===== src/rtl/uart_tx.sv =====
// Serial UART transmitter: start bit, LSB-first data, optional even/odd parity, one stop bit.
// TX_OUT and busy are registered from the next-state decode so the line never glitches.
module uart_tx #(
  parameter int DATA_WIDTH   = 8,
  parameter int CLKS_PER_BIT = 16
) (
  input  logic                  clk,
  input  logic                  rst,
  input  logic [DATA_WIDTH-1:0] P_DATA,
  input  logic                  data_valid,
  input  logic                  par_en,
  input  logic                  par_typ,
  output logic                  TX_OUT,
  output logic                  busy
);

  localparam int CNT_W = (CLKS_PER_BIT > 1) ? $clog2(CLKS_PER_BIT) : 1;
  localparam int IDX_W = (DATA_WIDTH > 1) ? $clog2(DATA_WIDTH) : 1;
  localparam logic [CNT_W-1:0] CNT_LAST = CNT_W'(CLKS_PER_BIT - 1);
  localparam logic [IDX_W-1:0] IDX_LAST = IDX_W'(DATA_WIDTH - 1);

  typedef enum logic [2:0] {
    IDLE   = 3'd0,
    START  = 3'd1,
    DATA   = 3'd2,
    PARITY = 3'd3,
    STOP   = 3'd4
  } state_t;

  state_t                state_r;
  state_t                state_s;
  logic [CNT_W-1:0]      cnt_r;
  logic [CNT_W-1:0]      cnt_s;
  logic [IDX_W-1:0]      idx_r;
  logic [IDX_W-1:0]      idx_s;
  logic [DATA_WIDTH-1:0] data_r;
  logic                  par_en_r;
  logic                  par_typ_r;
  logic                  bit_done_s;
  logic                  accept_s;
  logic                  tx_r;
  logic                  tx_s;
  logic                  busy_r;
  logic                  busy_s;

  function automatic logic parity_bit(input logic [DATA_WIDTH-1:0] d, input logic odd);
    return (^d) ^ odd;
  endfunction

  assign bit_done_s = (cnt_r == CNT_LAST);
  assign accept_s   = (state_r == IDLE) && data_valid;

  // State register
  always_ff @(posedge clk or negedge rst) begin
    if (!rst) begin
      state_r <= IDLE;
    end else begin
      state_r <= state_s;
    end
  end

  // Next-state decode
  always_comb begin
    state_s = state_r;
    case (state_r)
      IDLE: begin
        if (data_valid) state_s = START;
        else            state_s = IDLE;
      end
      START: begin
        if (bit_done_s) state_s = DATA;
        else            state_s = START;
      end
      DATA: begin
        if (bit_done_s && (idx_r == IDX_LAST)) state_s = par_en_r ? PARITY : STOP;
        else                                   state_s = DATA;
      end
      PARITY: begin
        if (bit_done_s) state_s = STOP;
        else            state_s = PARITY;
      end
      STOP: begin
        if (bit_done_s) state_s = IDLE;
        else            state_s = STOP;
      end
      default: state_s = IDLE;
    endcase
  end

  // Bit-period and data-index counter next values
  always_comb begin
    cnt_s = cnt_r;
    idx_s = idx_r;
    if (state_r == IDLE) begin
      cnt_s = '0;
    end else if (bit_done_s) begin
      cnt_s = '0;
    end else begin
      cnt_s = cnt_r + CNT_W'(1);
    end
    if (state_r != DATA) begin
      idx_s = '0;
    end else if (bit_done_s) begin
      idx_s = (idx_r == IDX_LAST) ? '0 : idx_r + IDX_W'(1);
    end else begin
      idx_s = idx_r;
    end
  end

  // Counters and frame parameters captured at acceptance
  always_ff @(posedge clk or negedge rst) begin
    if (!rst) begin
      cnt_r     <= '0;
      idx_r     <= '0;
      data_r    <= '0;
      par_en_r  <= 1'b0;
      par_typ_r <= 1'b0;
    end else begin
      cnt_r <= cnt_s;
      idx_r <= idx_s;
      if (accept_s) begin
        data_r    <= P_DATA;
        par_en_r  <= par_en;
        par_typ_r <= par_typ;
      end else begin
        data_r    <= data_r;
        par_en_r  <= par_en_r;
        par_typ_r <= par_typ_r;
      end
    end
  end

  // Output decode from the state being entered, so the register lines up with it
  always_comb begin
    tx_s   = 1'b1;
    busy_s = 1'b0;
    case (state_s)
      IDLE: begin
        tx_s   = 1'b1;
        busy_s = 1'b0;
      end
      START: begin
        tx_s   = 1'b0;
        busy_s = 1'b1;
      end
      DATA: begin
        tx_s   = data_r[idx_s];
        busy_s = 1'b1;
      end
      PARITY: begin
        tx_s   = parity_bit(data_r, par_typ_r);
        busy_s = 1'b1;
      end
      STOP: begin
        tx_s   = 1'b1;
        busy_s = 1'b1;
      end
      default: begin
        tx_s   = 1'b1;
        busy_s = 1'b0;
      end
    endcase
  end

  // Output registers
  always_ff @(posedge clk or negedge rst) begin
    if (!rst) begin
      tx_r   <= 1'b1;
      busy_r <= 1'b0;
    end else begin
      tx_r   <= tx_s;
      busy_r <= busy_s;
    end
  end

  assign TX_OUT = tx_r;
  assign busy   = busy_r;

endmodule


===== config.mk =====
export PLATFORM = sky130hd
export DESIGN_NAME = uart_tx
export DESIGN_NICKNAME = d
export VERILOG_FILES = /design/src/rtl/uart_tx.sv
export SDC_FILE = /design/constraint.sdc
export NUM_CORES = 1
export LEC_CHECK = 0
export CAP_MARGIN = 20
export CORE_MARGIN = 4
export CORE_UTILIZATION = 27
export DETAILED_ROUTE_END_ITERATION = 6
export SETUP_SLACK_MARGIN = 0.02
export SYNTH_ARGS = -nofsm -noshare
export SYNTH_HDL_FRONTEND = slang
export SYNTH_SLANG_ARGS = --single-unit

===== constraint.sdc =====
create_clock -name clk -period 1.85 [get_ports clk]
set_input_delay 0.37 -clock clk [delete_from_list [all_inputs] [get_ports clk]]
set_output_delay 0.37 -clock clk [all_outputs]
set_load 0.05 [all_outputs]

* Word level (Yosys, flattened, before mapping)
Cells that the tools add are included.
** Word-level totals
- Bits in registers :: 22
- Bits in latches :: 0
- Bits in writable memories :: 0
- ROM bits :: 0
- Word-level logic and storage cells :: 44
- Memories kept :: 0
** Cells by class
- Add/sub/neg operators :: 2
- Multiply operators :: 0
- Div/mod/pow operators :: 0
- Order comparisons :: 1
- Equality and inequality tests :: 11
- Shift-type cells :: 0
- Multiplexer cells :: 16
- Bitwise gates (word level) :: 1
- Reductions and logical operators :: 5
** Operator list (number)
- two-way mux 3 bit :: 7
- one-hot mux 3 bit (5 select lines) :: 1
- equality test 3 x 2 -> 1 bit (second input constant) :: 4
- equality test 3 bit (second input constant) :: 3
- two-way mux 4 bit :: 2
- parity 8 bit :: 1
- equality test 3 x 1 -> 1 bit (second input constant) :: 2
- adder 4 x 1 -> 4 bit (second input constant) :: 1
- equality test 4 bit (second input constant) :: 1
- less-than comparator 3 x 4 -> 1 bit (second input constant) :: 1
- OR reduction 4 bit :: 1
- adder 3 x 1 -> 3 bit (second input constant) :: 1
- binary-select mux 1 bit (select 3 bit) :: 1
- logical NOT 3 bit :: 1
- two-way mux 1 bit :: 3
- inequality test 3 x 2 -> 1 bit (second input constant) :: 1
- one-hot mux 1 bit (3 select lines) :: 1
- logical AND 1 bit :: 2
- two-way mux 2 bit :: 1
- bitwise XOR 1 bit :: 1

* Depth between registers and ports, before layout
Gate-level depths: netlist of the first run.
- Depth after elaboration :: 7
- Mapped depth :: 8
- Mapped depth without buffers :: 7

* Worst setup path after synthesis of the first run
OpenSTA, ideal clock, no wires.
- Kind :: register to register
- Start :: reg idx_r[1]
- End :: reg tx_r (netlist: TX_OUT)
- Setup time :: 0.087 ns
- Data arrival time :: 1.883 ns
- Setup slack :: -0.120 ns
- Cell stages (with the launch flop) :: 8
- Buffers on the path :: 0
- Cells stage by stage :: dfrtp_1 ha_1 ha_1 nor2_1 nor3b_1 or4_4 a41oi_2 a31oi_1
** Between the ends
- Word-level cells in the longest chain between the ends :: 7
- Elaborated cells between the ends (all ways) :: 14
- Those cells by class :: 1 x add/sub; 4 x eq/ne; 8 x mux; 1 x reduce/logical
** RTL lines
- from (decl) :: RTL line 34 : logic [IDX_W-1:0] idx_r;
- from (signal assigned) :: RTL line 120 : idx_r <= idx_s;
- adder 3 x 1 -> 3 bit or equality test 3 bit (tied branches) :: RTL line 104, 75
- two-way mux 3 bit :: RTL line 104 : idx_s = (idx_r == IDX_LAST) ? '0 : idx_r + IDX_W'(1);
- two-way mux 3 bit :: RTL line 103 : end else if (bit_done_s) begin
- two-way mux 3 bit :: RTL line 101 : if (state_r != DATA) begin
- binary-select mux 1 bit (select 3 bit) :: RTL line 147 : tx_s = data_r[idx_s];
- two-way mux 1 bit (implied by the code) :: RTL line 147
- one-hot mux 1 bit (3 select lines) (*) :: RTL line 137 : case (state_s)
- named net tx_s :: RTL line 42 : logic tx_s;
- to (signal assigned) :: RTL line 171 : tx_r <= tx_s;
- to (decl) :: RTL line 41 : logic tx_r;
The timed path passes the listed nets; every way through them passes the cells marked *. The select of a mux whose other input is x is not followed.
A chain may end at the register's enable or synchronous reset.

* Final worst setup path of the first run
Same ends and word-level chain as after synthesis.

==> report_table.html, run 1 <==
<table>
<tr><th>Metric</th><th>Value</th></tr>
<tr><th colspan="2">Run status</th></tr>
<tr><td>Outcome</td><td>completed</td></tr>
<tr><th colspan="2">Synthesis</th></tr>
<tr><td>Post-synth top area share</td><td>43.3%</td></tr>
<tr><td>Mean Syn Cell Area</td><td>10.9 µm²</td></tr>
<tr><td>Instance count of the mapped netlist</td><td>111</td></tr>
<tr><td>Biggest area consumer among synthesized cells</td><td>dfrtp_1</td></tr>
<tr><td>Most used flip-flop cell after synthesis</td><td>dfrtp_1</td></tr>
<tr><td>Number of enable flip-flop cells after synthesis</td><td>0</td></tr>
<tr><td>Synthesized netlist net count</td><td>127</td></tr>
<tr><td>Number of distinct library cell variants in the gate-level netlist after synthesis</td><td>37</td></tr>
<tr><td>Cells taking the most area after synthesis</td><td>dfrtp_1 43%, mux2_2 10%, xnor2_1 3.6%</td></tr>
<tr><td>Fraction of registers with async set or reset after synthesis</td><td>100%</td></tr>
<tr><td>Area of the mapped netlist</td><td>0.00121 mm²</td></tr>
<tr><td>Seq/Total Area, Yosys</td><td>45.5%</td></tr>
<tr><td>Number of synthesized register bits</td><td>22</td></tr>
<tr><td>Number of warnings reported in the yosys synthesis log</td><td>0</td></tr>
<tr><th colspan="2">Floorplanning</th></tr>
<tr><td>IO Count</td><td>15</td></tr>
<tr><td>Overall die area</td><td>0.00563 mm²</td></tr>
<tr><td>Die extent in x</td><td>75.0 µm</td></tr>
<tr><td>Effective utilization at floorplan</td><td>27.8%</td></tr>
<tr><td>Core Footprint</td><td>0.00435 mm²</td></tr>
<tr><td>DIE HEIGHT</td><td>75.0 µm</td></tr>
<tr><td>Total number of placement rows</td><td>24</td></tr>
<tr><th colspan="2">GRT</th></tr>
<tr><td>First-pass GRT wire length</td><td>4.77 mm</td></tr>
<tr><td>Number of antenna violations at the first check in global routing</td><td>0</td></tr>
<tr><td>Total GRT Usage</td><td>11.1%</td></tr>
<tr><td>Remaining global-route overflow</td><td>0</td></tr>
<tr><td>Via count of the first global-routing pass</td><td>1066</td></tr>
<tr><td>Largest net degree at the start of global routing</td><td>23</td></tr>
<tr><th colspan="2">Clock tree</th></tr>
<tr><td>CTS H-tree lvls</td><td>1</td></tr>
<tr><td>TritonCTS clock tree</td><td>done</td></tr>
<tr><td>TritonCTS Buffers</td><td>3</td></tr>
<tr><td>Worst-path clk slew</td><td>0.09 ns</td></tr>
<tr><td>Clock sink total</td><td>22</td></tr>
<tr><td>CTS root buffer</td><td>clkbuf_8</td></tr>
<tr><td>Bufs on Longest Clock Path</td><td>2</td></tr>
<tr><td>Cts hold-fix bufs</td><td>0</td></tr>
<tr><td>Clock latency on the worst-skew pair</td><td>0.27 ns</td></tr>
<tr><th colspan="2">Power</th></tr>
<tr><td>Pint</td><td>0.694 mW</td></tr>
<tr><td>Portion of total power attributed to sequential cells</td><td>55.3%</td></tr>
<tr><td>Proportion of total power due to net switching</td><td>20.2%</td></tr>
<tr><td>Post-layout power</td><td>0.869 mW</td></tr>
<tr><td>Leakage Power</td><td>0.704 nW</td></tr>
<tr><td>Worst-case vdd ir drop</td><td>0.000230 V</td></tr>
<tr><td>Pwr per Cell Area</td><td>529 mW/mm²</td></tr>
<tr><td>Clock network fraction of design power</td><td>40.6%</td></tr>
<tr><td>Logic gate share of total power</td><td>4.1%</td></tr>
<tr><td>Total net switching power</td><td>0.176 mW</td></tr>
<tr><th colspan="2">Setup path</th></tr>
<tr><td>Crit path largest cell delay</td><td>0.51 ns</td></tr>
<tr><td>Arr. time, crit path</td><td>2.01 ns</td></tr>
<tr><td>Crit path max fanout</td><td>5</td></tr>
<tr><td>Critical R2R Capture</td><td>TX_OUT</td></tr>
<tr><td>Class of the most critical setup path</td><td>reg2reg</td></tr>
<tr><td>Register-to-Register Setup Slack</td><td>0.03 ns</td></tr>
<tr><td>Required time at the worst-slack endpoint</td><td>2.05 ns</td></tr>
<tr><td>Critical Path End Type</td><td>register</td></tr>
<tr><td>Startpoint of the most critical setup path</td><td>idx_r[1]</td></tr>
<tr><td>Critical Path Slowest Stage Cell</td><td>or4_4</td></tr>
<tr><td>Startpoint of the worst register-to-register path</td><td>idx_r[1]</td></tr>
<tr><td>Critical Path, Cell by Cell</td><td>ha_2 &gt; ha_4 &gt; nor2_4 &gt; nor3b_1 &gt; or4_4 &gt; a41oi_2 &gt; a31oi_1</td></tr>
<tr><td>CP Launch Type</td><td>register</td></tr>
<tr><td>Worst R2R Path Depth</td><td>7</td></tr>
<tr><th colspan="2">STA</th></tr>
<tr><td>Unrepaired setup endpoints after global routing</td><td>yes</td></tr>
<tr><td>Hold WS</td><td>0.458 ns</td></tr>
<tr><td>Highest achievable clock rate</td><td>551 MHz</td></tr>
<tr><td>Clock skew</td><td>0.00682 ns</td></tr>
<tr><td>Pin slew with the least headroom to its limit</td><td>0.459 ns</td></tr>
<tr><td>Slew Viols, Final</td><td>0</td></tr>
<tr><td>Setup violators final</td><td>0</td></tr>
<tr><td>Tightest slew margin relative to the limit</td><td>69.4%</td></tr>
<tr><td>Clock period minus final worst setup slack</td><td>1.82 ns</td></tr>
<tr><td>Share of the clock period used by the worst path</td><td>98.2%</td></tr>
<tr><td>Hold Vio Cnt, Final</td><td>0</td></tr>
<tr><th colspan="2">Run</th></tr>
<tr><td>Max-cap violation count</td><td>0</td></tr>
<tr><th colspan="2">Layout</th></tr>
<tr><td>Fraction of layout cells with a size suffix above 1</td><td>32.1%</td></tr>
<tr><td>Total inserted antenna cells</td><td>0</td></tr>
<tr><td>Nets@finish</td><td>157</td></tr>
<tr><td>Count of non-filler cells in the finished layout</td><td>192</td></tr>
<tr><td>Signed area change from the synthesized netlist to the final layout</td><td>35.6%</td></tr>
<tr><th colspan="2">Place</th></tr>
<tr><td>Count of input and output buffers</td><td>14</td></tr>
<tr><td>Post-detail-place hpwl</td><td>2.02 mm</td></tr>
<tr><td>GPL Wtd Cong</td><td>0.763</td></tr>
<tr><td>Number of placed instances, taps included</td><td>184</td></tr>
<tr><th colspan="2">Drt</th></tr>
<tr><td>Wire per inst</td><td>15.1 µm</td></tr>
<tr><td>Number of DRC markers after the initial detailed-route iteration</td><td>38</td></tr>
<tr><td>Ratio of routed vias to standard cells</td><td>5.20</td></tr>
<tr><td>Residual antenna-violating net count after detailed routing</td><td>0</td></tr>
<tr><td>Number of search-and-repair iterations in the first detailed-routing pass</td><td>4</td></tr>
<tr><td>Post-route DRC violation count</td><td>0</td></tr>
<tr><td>Vias after detailed routing</td><td>998</td></tr>
<tr><td>Total wire length after detailed routing</td><td>2.90 mm</td></tr>
<tr><th colspan="2">Min path</th></tr>
<tr><td>Path type of the worst min-delay path</td><td>in2async</td></tr>
</table>
==> registers in the layout, indices dropped and copies added (netlist names) <==
name	count
state_r	3
idx_r	3
data_r	8
TX_OUT	1
par_typ_r	1
busy	1
cnt_r	4
par_en_r	1
==> per-stage QoR <==
step	area, µm²	utilization [%]	worst slack, ns	setup TNS (ns)
6_report	1640	37.8	0.0339	0
5_1_grt	1640	37.8	-0.0261	-0.0261
4_1_cts	1570	36.1	0.0208	0
3_5_place_dp	1500	34.3	0.0144	0
3_3_place_gp	1500	34.3	0.0495	0
2_1_floorplan	1220	-	0.0249	0
==> power groups by stage <==
stage | clock network (mW) | registers [mW] | logic (mW)
4_1_cts | 0.361 | 0.480 | 0.0372
6_report | 0.353 | 0.480 | 0.0360
3_5_place_dp | 0 | 0.490 | 0.0369
5_1_grt | 0.391 | 0.481 | 0.0400
3_3_place_gp | 0 | 0.490 | 0.0366
2_1_floorplan | 0 | 0.490 | 0.000195
==> cells in the mapped netlist, drive strengths merged (3+ instances only) <==
master / number
buf: 3
nor2: 6
a21oi: 8
nor3: 3
mux2: 11
xor2: 3
and3: 3
nand2b: 3
or3: 4
nor3b: 4
nand2: 8
dfrtp: 21
xnor2: 5
ha: 3
==> area by class of cell <==
cell class | instances | area [µm²]
multi-input cells | 83 | 697
fillers | 410 | 2710
flip-flops and latches | 22 | 552
repair buffers | 29 | 268
well taps | 52 | 65.1
clock buffers | 4 | 55.1
inverters | 2 | 7.51
==> cells in the final DEF, fill, tap and decap left out, types with 2 or more instances in the layout <==
cell / instances
mux2_2: 11
a31oi_1: 2
nand2b_1: 3
or3_1: 3
nor3b_1: 3
nand2_1: 8
nor2_1: 5
buf_6: 2
a21oi_1: 8
nor2b_1: 2
dfrtp_1: 21
clkdlybuf4s50_1: 12
xnor2_1: 5
clkbuf_8: 4
ha_4: 2
o21ai_0: 2
and3_1: 2
buf_4: 14
nor3_1: 3
inv_1: 2
xor2_1: 3
==> metal layers <==
metal  share of wire [%]  track usage (%)
met1                  42             12.9
met2                  52             20.2
met3                 4.3             2.27
met4                 1.3             3.56
met5                   0                0
==> timing repair <==
item / in CTS / in global routing
buffers inserted: 2 / 2
endpoints found under the setup margin: 1 / 2
pin swaps: 0 / 2
endpoints found under the hold margin: 0 / 0
cloned: 0 / 0
resized for setup: 1 / 9
==> how the worst max path moves through the flow <==
stage	end	slack [ns]	depth (start not counted)
6_report	TX_OUT	0.03	7
3_3_place_gp	TX_OUT	0.05	7
4_1_cts	TX_OUT	0.02	7
2_1_floorplan	TX_OUT	0.02	7
3_5_place_dp	TX_OUT	0.01	7
5_1_grt	TX_OUT	-0.03	7
==> cells by family after synthesis <==
family / count (synthesis) / share of synthesized area, %
compound gates: 19 / 11.4
xor+xnor: 9 / 7.64
fa+ha+maj: 3 / 3.10
buf+inv: 6 / 2.68
flops: 22 / 45.5
mux: 12 / 11.0
simple gates: 40 / 18.7
==> critical path: cells and delay by family, from the launching register on <==
kind / cells / cell delay (ns)
adder cells (fa/ha/maj): 2 / 0.37
AO/OA/AOI/OAI: 2 / 0.26
flip-flops: 1 / 0.40
AND/OR/NAND/NOR: 3 / 0.72
Power figures use the tool's default switching activity.
==> inputs of run 2 (changes only) <==
--- a/constraint.sdc
+++ b/constraint.sdc
@@ -3,2 +3,2 @@
 set_output_delay 0.37 -clock clk [all_outputs]
-set_load 0.05 [all_outputs]
+set_load 0.01 [all_outputs]
==> run 2 against run 1 <==
Against the previous run:
- critical path depth is 1 higher
- die area stayed put
- cell count is 1.0% higher
- final area is 0.30% higher
- combinational power is 2% higher
- flip-flop and latch count stayed put
- clock skew is 0.0043 ns higher
- routed wire length is 2.5% lower
- sequential power hardly changed
==> report_table.html, run 2 (same netlist as run 1, synthesis figures left out) <==
<table>
<tr><th>Metric</th><th>Value</th></tr>
<tr><th colspan="2">STA</th></tr>
<tr><td>Final setup TNS</td><td>0 ns (unchanged)</td></tr>
<tr><td>Tightest slew margin relative to the limit</td><td>70.9% (+1.5 points)</td></tr>
<tr><td>Setup violators final</td><td>0 (unchanged)</td></tr>
<tr><td>Unrepaired setup endpoints after global routing</td><td>yes</td></tr>
<tr><td>Clock period minus final worst setup slack</td><td>1.82 ns (+0.00126 ns)</td></tr>
<tr><td>Pin slew with the least headroom to its limit</td><td>0.436 ns (-0.0224 ns)</td></tr>
<tr><td>Clock skew</td><td>0.0111 ns (+0.00431 ns)</td></tr>
<tr><td>Slew Viols, Final</td><td>0 (unchanged)</td></tr>
<tr><td>Hold Vio Cnt, Final</td><td>0 (unchanged)</td></tr>
<tr><td>Share of the clock period used by the worst path</td><td>98.2% (about the same)</td></tr>
<tr><td>Highest achievable clock rate</td><td>550 MHz (about the same)</td></tr>
<tr><th colspan="2">Clock tree</th></tr>
<tr><td>Worst-path clk slew</td><td>0.09 ns (about the same)</td></tr>
<tr><td>TritonCTS Buffers</td><td>3 (unchanged)</td></tr>
<tr><td>TritonCTS clock tree</td><td>done</td></tr>
<tr><td>CTS root buffer</td><td>clkbuf_8</td></tr>
<tr><td>Clock latency on the worst-skew pair</td><td>0.27 ns (about the same)</td></tr>
<tr><td>CTS H-tree lvls</td><td>1 (unchanged)</td></tr>
<tr><td>Clock sink total</td><td>22 (unchanged)</td></tr>
<tr><td>Bufs on Longest Clock Path</td><td>2 (unchanged)</td></tr>
<tr><td>Cts hold-fix bufs</td><td>0 (unchanged)</td></tr>
<tr><th colspan="2">GRT</th></tr>
<tr><td>Total GRT Usage</td><td>10.9% (-0.20 points)</td></tr>
<tr><td>Via count of the first global-routing pass</td><td>1015 (-4.8%)</td></tr>
<tr><td>Number of antenna violations at the first check in global routing</td><td>0 (unchanged)</td></tr>
<tr><td>First-pass GRT wire length</td><td>4.60 mm (-3.6%)</td></tr>
<tr><td>Largest net degree at the start of global routing</td><td>23 (unchanged)</td></tr>
<tr><td>Remaining global-route overflow</td><td>0 (unchanged)</td></tr>
<tr><th colspan="2">Floorplanning</th></tr>
<tr><td>IO Count</td><td>15 (unchanged)</td></tr>
<tr><td>Die extent in x</td><td>75.0 µm (unchanged)</td></tr>
<tr><td>Core Footprint</td><td>0.00435 mm² (unchanged)</td></tr>
<tr><td>DIE HEIGHT</td><td>75.0 µm (unchanged)</td></tr>
<tr><td>Total number of placement rows</td><td>24 (unchanged)</td></tr>
<tr><td>Effective utilization at floorplan</td><td>27.8% (unchanged)</td></tr>
<tr><td>Overall die area</td><td>0.00563 mm² (unchanged)</td></tr>
<tr><th colspan="2">Layout</th></tr>
<tr><td>Reg with most FFs</td><td>data_r</td></tr>
<tr><td>Design Area, Final</td><td>0.00165 mm² (+0.30%)</td></tr>
<tr><td>Nets@finish</td><td>159 (+1.3%)</td></tr>
<tr><td>Top library cells by usage in the layout, fill and taps aside</td><td>21 x dfrtp_1, 15 x buf_4, 14 x clkdlybuf4s50_1</td></tr>
<tr><td>Sequential cell area</td><td>552 µm² (unchanged)</td></tr>
<tr><td>Area used by multi-input combinational logic</td><td>686 µm² (-1.6%)</td></tr>
<tr><td>Signed area change from the synthesized netlist to the final layout</td><td>36.0%</td></tr>
<tr><td>Largest registers ranked by flip-flop count</td><td>data_r x8, cnt_r x4</td></tr>
<tr><td>Total inserted antenna cells</td><td>0 (unchanged)</td></tr>
<tr><td>Number of flip-flops under the largest register name</td><td>8 (unchanged)</td></tr>
<tr><td>Fraction of layout cells with a size suffix above 1</td><td>31.0% (-1.2 points)</td></tr>
<tr><td>Count of non-filler cells in the finished layout</td><td>194 (+1.0%)</td></tr>
<tr><td>Most common cell after layout, fill and taps aside</td><td>dfrtp_1</td></tr>
<tr><td>Fillers</td><td>410 (unchanged)</td></tr>
<tr><th colspan="2">Power</th></tr>
<tr><td>Leakage Power</td><td>0.706 nW (+0.37%)</td></tr>
<tr><td>Pwr per Cell Area</td><td>530 mW/mm² (+0.20%)</td></tr>
<tr><td>Worst-case vdd ir drop</td><td>0.000189 V (-18%)</td></tr>
<tr><th colspan="2">Drt</th></tr>
<tr><td>Wire per inst</td><td>14.6 µm (-3.5%)</td></tr>
<tr><td>Residual antenna-violating net count after detailed routing</td><td>0 (unchanged)</td></tr>
<tr><td>Post-route DRC violation count</td><td>0 (unchanged)</td></tr>
<tr><td>Total wire length after detailed routing</td><td>2.83 mm (-2.5%)</td></tr>
<tr><td>Number of DRC markers after the initial detailed-route iteration</td><td>31 (-18%)</td></tr>
<tr><td>Ratio of routed vias to standard cells</td><td>5.09 (-2.0%)</td></tr>
<tr><td>Vias after detailed routing</td><td>988 (-1.0%)</td></tr>
<tr><td>Number of search-and-repair iterations in the first detailed-routing pass</td><td>4 (unchanged)</td></tr>
<tr><th colspan="2">Setup path</th></tr>
<tr><td>Required time at the worst-slack endpoint</td><td>2.05 ns (about the same)</td></tr>
<tr><td>Critical Path End Type</td><td>register</td></tr>
<tr><td>Worst R2R Path Depth</td><td>8 (+1)</td></tr>
<tr><td>Arr. time, crit path</td><td>2.02 ns (about the same)</td></tr>
<tr><td>CP Launch Type</td><td>register</td></tr>
<tr><td>Class of the most critical setup path</td><td>reg2reg</td></tr>
<tr><td>Crit path max fanout</td><td>5 (unchanged)</td></tr>
<tr><th colspan="2">Min path</th></tr>
<tr><td>Path type of the worst min-delay path</td><td>in2async</td></tr>
<tr><th colspan="2">Run status</th></tr>
<tr><td>Outcome</td><td>completed</td></tr>
<tr><th colspan="2">Place</th></tr>
<tr><td>GPL Wtd Cong</td><td>0.813 (+6.5%)</td></tr>
<tr><td>Number of placed instances, taps included</td><td>185 (+0.54%)</td></tr>
<tr><td>Placed Area</td><td>0.00151 mm² (+0.84%)</td></tr>
<tr><td>Post-detail-place hpwl</td><td>2.02 mm (about the same)</td></tr>
<tr><td>Count of input and output buffers</td><td>14 (unchanged)</td></tr>
<tr><th colspan="2">Run</th></tr>
<tr><td>Max-cap violation count</td><td>0 (unchanged)</td></tr>
</table>
run 2: layout make-up:
| cell class | instances | area share (%) |
|---|---|---|
| multi-input combinational | 83 | 41.6 |
| sequential | 22 | 33.5 |
| timing repair buffer | 31 | 17.2 |
| tap | 52 | 3.95 |
| clock buffer | 4 | 3.34 |
| inverter | 2 | 0.455 |
run 2: path summary, 6_finish.rpt:
| check | startpoint | end | slack, ns |
|---|---|---|---|
| worst min-delay path | rst | cnt_r[3] | 0.45 |
| min in group clk | par_typ_r | par_typ_r | 0.55 |
| worst min register to register | par_typ_r | par_typ_r | 0.55 |
| worst max-delay path | idx_r[0] | TX_OUT | 0.03 |
| worst max register to register | idx_r[0] | TX_OUT | 0.03 |
| max in group asynchronous | rst | TX_OUT | 1.12 |
run 2: worst max-delay path: stages, from the launching register on:
cell	delay [ns]
dfrtp_1	0.40
ha_2	0.20
ha_4	0.18
nor2_4	0.13
buf_4	0.15
nor3b_2	0.04
o41ai_1	0.39
a211o_1	0.19
a31oi_1	0.08
run 2: per-layer routing:
metal	global-route usage (%)	wire length [µm]
met5	0	0
met4	5.93	68
met3	2.00	103
met2	18.3	1480
met1	13.1	1170
run 2: timing repair:
item | CTS | global route
pin swaps | 1 | 3
buffers inserted | 1 | 4
endpoints found under the setup margin | 1 | 1
gates resized for setup | 5 | 4
run 2: per-stage QoR:
stage               hold slack [ns]  worst slack [ns]  power [mW]  utilization (%)
floorplan                    0.0744            0.0249       0.490                -
global placement              0.519            0.0226       0.527             34.6
detailed placement            0.542           -0.0199       0.528             34.6
CTS                           0.466            0.0244       0.881             36.6
global route                  0.482           -0.0296       0.907             37.9
finish                        0.451            0.0326       0.874             37.9
run 2: power breakdown:
group | total (mW) | switching, mW | internal (mW) | leakage, nW
registers | 0.481 | 0 | 0.481 | 0.284
clock network | 0.357 | 0.166 | 0.190 | 0.0288
logic | 0.0366 | 0.0131 | 0.0234 | 0.393
total | 0.874 | 0.179 | 0.694 | 0.706
==> inputs of run 3 (changes only) <==
- REMOVE_ABC_BUFFERS: not set -> 1
==> run 3 against run 2 <==
Against the previous run:
- hold slack improved by 0.0066 ns
- global-route usage rose by 0.28 points
- first-iteration DRC count increased by 39%
- maximum frequency rose by 0.56%
- final area up 5.0%
- utilization grew 1.9 points
- largest power group unchanged
==> report_table.html, run 3 (same netlist as run 1, synthesis figures left out) <==
<table>
<tr><th>Metric</th><th>Value</th></tr>
<tr><th colspan="2">Clock tree</th></tr>
<tr><td>Clock sink total</td><td>22 (unchanged)</td></tr>
<tr><td>TritonCTS Buffers</td><td>3 (unchanged)</td></tr>
<tr><td>Worst-path clk slew</td><td>0.08 ns (about the same)</td></tr>
<tr><td>CTS root buffer</td><td>clkbuf_8</td></tr>
<tr><td>Clock latency on the worst-skew pair</td><td>0.27 ns (about the same)</td></tr>
<tr><td>TritonCTS clock tree</td><td>done</td></tr>
<tr><td>Bufs on Longest Clock Path</td><td>2 (unchanged)</td></tr>
<tr><td>CTS H-tree lvls</td><td>1 (unchanged)</td></tr>
<tr><th colspan="2">Run status</th></tr>
<tr><td>Outcome</td><td>completed</td></tr>
<tr><th colspan="2">Setup path</th></tr>
<tr><td>Critical R2R Capture</td><td>TX_OUT</td></tr>
<tr><td>Worst Setup EP</td><td>TX_OUT</td></tr>
<tr><td>Required time at the worst-slack endpoint</td><td>2.04 ns (about the same)</td></tr>
<tr><td>Critical Path End Type</td><td>register</td></tr>
<tr><td>Class of the most critical setup path</td><td>reg2reg</td></tr>
<tr><td>Crit path largest cell delay</td><td>0.54 ns (+0.14 ns)</td></tr>
<tr><td>CP Launch Type</td><td>register</td></tr>
<tr><td>Register-to-Register Setup Slack</td><td>0.04 ns (about the same)</td></tr>
<tr><td>Startpoint of the worst register-to-register path</td><td>cnt_r[0]</td></tr>
<tr><td>Crit. path cell count</td><td>6 (-2)</td></tr>
<tr><td>Worst R2R Path Depth</td><td>6 (-2)</td></tr>
<tr><td>Number of buffers and inverters on the critical path</td><td>0 (-1)</td></tr>
<tr><td>Arr. time, crit path</td><td>2.00 ns (-0.02 ns)</td></tr>
<tr><td>Crit path max fanout</td><td>5 (unchanged)</td></tr>
<tr><td>Critical Path Slowest Stage Cell</td><td>or4_4</td></tr>
<tr><td>Startpoint of the most critical setup path</td><td>cnt_r[0]</td></tr>
<tr><td>Delay-heaviest family, CP</td><td>simple AND/OR/NAND/NOR gates</td></tr>
<tr><td>Critical Path, Cell by Cell</td><td>ha_4 &gt; nand3_4 &gt; mux2i_4 &gt; or4_4 &gt; a41oi_2 &gt; a31oi_1</td></tr>
<tr><th colspan="2">Floorplanning</th></tr>
<tr><td>Overall die area</td><td>0.00563 mm² (unchanged)</td></tr>
<tr><td>Total number of placement rows</td><td>24 (unchanged)</td></tr>
<tr><td>Effective utilization at floorplan</td><td>27.8% (unchanged)</td></tr>
<tr><td>DIE HEIGHT</td><td>75.0 µm (unchanged)</td></tr>
<tr><td>Core Footprint</td><td>0.00435 mm² (unchanged)</td></tr>
<tr><td>IO Count</td><td>15 (unchanged)</td></tr>
<tr><td>Die extent in x</td><td>75.0 µm (unchanged)</td></tr>
<tr><th colspan="2">Power</th></tr>
<tr><td>Leakage Power</td><td>0.725 nW (+2.7%)</td></tr>
<tr><td>Pwr per Cell Area</td><td>505 mW/mm² (-4.8%)</td></tr>
<tr><td>Portion of total power attributed to sequential cells</td><td>55.0% (about the same)</td></tr>
<tr><td>Logic gate share of total power</td><td>4.2% (about the same)</td></tr>
<tr><td>Clock network fraction of design power</td><td>40.8% (about the same)</td></tr>
<tr><td>Total net switching power</td><td>0.180 mW (+0.14%)</td></tr>
<tr><td>Proportion of total power due to net switching</td><td>20.6% (+0.031 points)</td></tr>
<tr><td>Pint</td><td>0.694 mW (about the same)</td></tr>
<tr><td>Worst-case vdd ir drop</td><td>0.000220 V (+17%)</td></tr>
<tr><th colspan="2">GRT</th></tr>
<tr><td>Largest net degree at the start of global routing</td><td>23 (unchanged)</td></tr>
<tr><td>Total GRT Usage</td><td>11.2% (+0.28 points)</td></tr>
<tr><td>Via count of the first global-routing pass</td><td>1027 (+1.2%)</td></tr>
<tr><td>Remaining global-route overflow</td><td>0 (unchanged)</td></tr>
<tr><td>Number of antenna violations at the first check in global routing</td><td>0 (unchanged)</td></tr>
<tr><td>First-pass GRT wire length</td><td>4.71 mm (+2.4%)</td></tr>
<tr><th colspan="2">Layout</th></tr>
<tr><td>Largest registers ranked by flip-flop count</td><td>data_r x8, cnt_r x4</td></tr>
<tr><td>Reg with most FFs</td><td>data_r</td></tr>
<tr><td>Most common cell after layout, fill and taps aside</td><td>dfrtp_1</td></tr>
<tr><td>Signed area change from the synthesized netlist to the final layout</td><td>42.8%</td></tr>
<tr><td>Fraction of layout cells with a size suffix above 1</td><td>34.5% (+3.5 points)</td></tr>
<tr><td>Count of non-filler cells in the finished layout</td><td>197 (+1.5%)</td></tr>
<tr><td>Nets@finish</td><td>162 (+1.9%)</td></tr>
<tr><td>Top library cells by usage in the layout, fill and taps aside</td><td>21 x dfrtp_1, 16 x buf_4, 14 x clkdlybuf4s50_1</td></tr>
<tr><td>Total inserted antenna cells</td><td>0 (unchanged)</td></tr>
<tr><td>Number of flip-flops under the largest register name</td><td>8 (unchanged)</td></tr>
<tr><th colspan="2">Drt</th></tr>
<tr><td>Total wire length after detailed routing</td><td>2.89 mm (+2.3%)</td></tr>
<tr><td>Ratio of routed vias to standard cells</td><td>4.99 (-1.9%)</td></tr>
<tr><td>Post-route DRC violation count</td><td>0 (unchanged)</td></tr>
<tr><td>Residual antenna-violating net count after detailed routing</td><td>0 (unchanged)</td></tr>
<tr><td>Wire per inst</td><td>14.7 µm (+0.74%)</td></tr>
<tr><td>Vias after detailed routing</td><td>984 (-0.40%)</td></tr>
<tr><td>Number of search-and-repair iterations in the first detailed-routing pass</td><td>4 (unchanged)</td></tr>
<tr><td>Number of DRC markers after the initial detailed-route iteration</td><td>43 (+39%)</td></tr>
<tr><th colspan="2">STA</th></tr>
<tr><td>Hold Vio Cnt, Final</td><td>0 (unchanged)</td></tr>
<tr><td>Unrepaired setup endpoints after global routing</td><td>yes</td></tr>
<tr><td>Tightest slew margin relative to the limit</td><td>75.8% (+5.0 points)</td></tr>
<tr><td>Clock skew</td><td>0.00281 ns (-0.00832 ns)</td></tr>
<tr><td>Slew Viols, Final</td><td>0 (unchanged)</td></tr>
<tr><td>Final setup TNS</td><td>0 ns (unchanged)</td></tr>
<tr><td>Highest achievable clock rate</td><td>553 MHz (+0.56%)</td></tr>
<tr><td>Share of the clock period used by the worst path</td><td>97.7% (-0.55 points)</td></tr>
<tr><td>Pin slew with the least headroom to its limit</td><td>0.362 ns (-0.0745 ns)</td></tr>
<tr><td>Setup violators final</td><td>0 (unchanged)</td></tr>
<tr><td>Hold WS</td><td>0.457 ns (+0.00657 ns)</td></tr>
<tr><td>Clock period minus final worst setup slack</td><td>1.81 ns (-0.0101 ns)</td></tr>
<tr><th colspan="2">Run</th></tr>
<tr><td>Max-cap violation count</td><td>0 (unchanged)</td></tr>
<tr><th colspan="2">Min path</th></tr>
<tr><td>Path type of the worst min-delay path</td><td>in2async</td></tr>
<tr><th colspan="2">Place</th></tr>
<tr><td>Number of placed instances, taps included</td><td>185 (unchanged)</td></tr>
<tr><td>Count of input and output buffers</td><td>14 (unchanged)</td></tr>
<tr><td>Post-detail-place hpwl</td><td>2.13 mm (+5.3%)</td></tr>
<tr><td>GPL Wtd Cong</td><td>0.935 (+15%)</td></tr>
</table>
[run 3: worst min path at each step]
stage / start / end / slack [ns]
3_3_place_gp: par_typ_r / par_typ_r / 0.51
2_1_floorplan: rst / busy / 0.07
6_report: rst / cnt_r[1] / 0.46
3_5_place_dp: par_typ_r / par_typ_r / 0.52
4_1_cts: rst / cnt_r[1] / 0.46
5_1_grt: rst / cnt_r[1] / 0.48
[run 3: what timing repair did]
item / in CTS / in global routing
gates resized for setup: 16 / 7
hold buffers: 0 / 0
pin swaps: 7 / 4
setup endpoints to repair: 2 / 2
setup buffers: 7 / 1
[run 3: cell type report]
| class | instances | area, µm² |
|---|---|---|
| clock buffers | 4 | 55.1 |
| fillers | 403 | 2620 |
| inverters | 2 | 7.51 |
| multi-input cells | 83 | 734 |
| flip-flops and latches | 22 | 552 |
| well taps | 52 | 65.1 |
| repair buffers | 34 | 318 |
[run 3: layer usage]
metal / GRT usage [%] / vias to the layer above / share of wire (%)
li1: - / 472 / -
met1: 13.2 / 489 / 44
met2: 19.4 / 21 / 50
met3: 3.47 / 2 / 4.6
met4: 3.16 / 0 / 0.66
met5: 0 / - / 0
[run 3: power groups by stage]
| stage | registers (mW) | logic (mW) | clock network [mW] |
|---|---|---|---|
| 2_1_floorplan | 0.490 | 0.000195 | 0 |
| 3_3_place_gp | 0.490 | 0.0359 | 0 |
| 3_5_place_dp | 0.490 | 0.0376 | 0 |
| 4_1_cts | 0.481 | 0.0379 | 0.373 |
| 5_1_grt | 0.481 | 0.0400 | 0.386 |
| 6_report | 0.480 | 0.0366 | 0.357 |
[run 3: through the flow]
stage               power, mW  worst slack (ns)  instance area [µm²]  util, %
floorplan               0.490            -0.197                 1190        -
CTS                     0.892            0.0145                 1690     38.8
detailed placement      0.528           -0.0762                 1500     34.3
finish                  0.874            0.0428                 1730     39.8
global placement        0.526           -0.0376                 1500     34.3
global route            0.907           0.00325                 1730     39.8
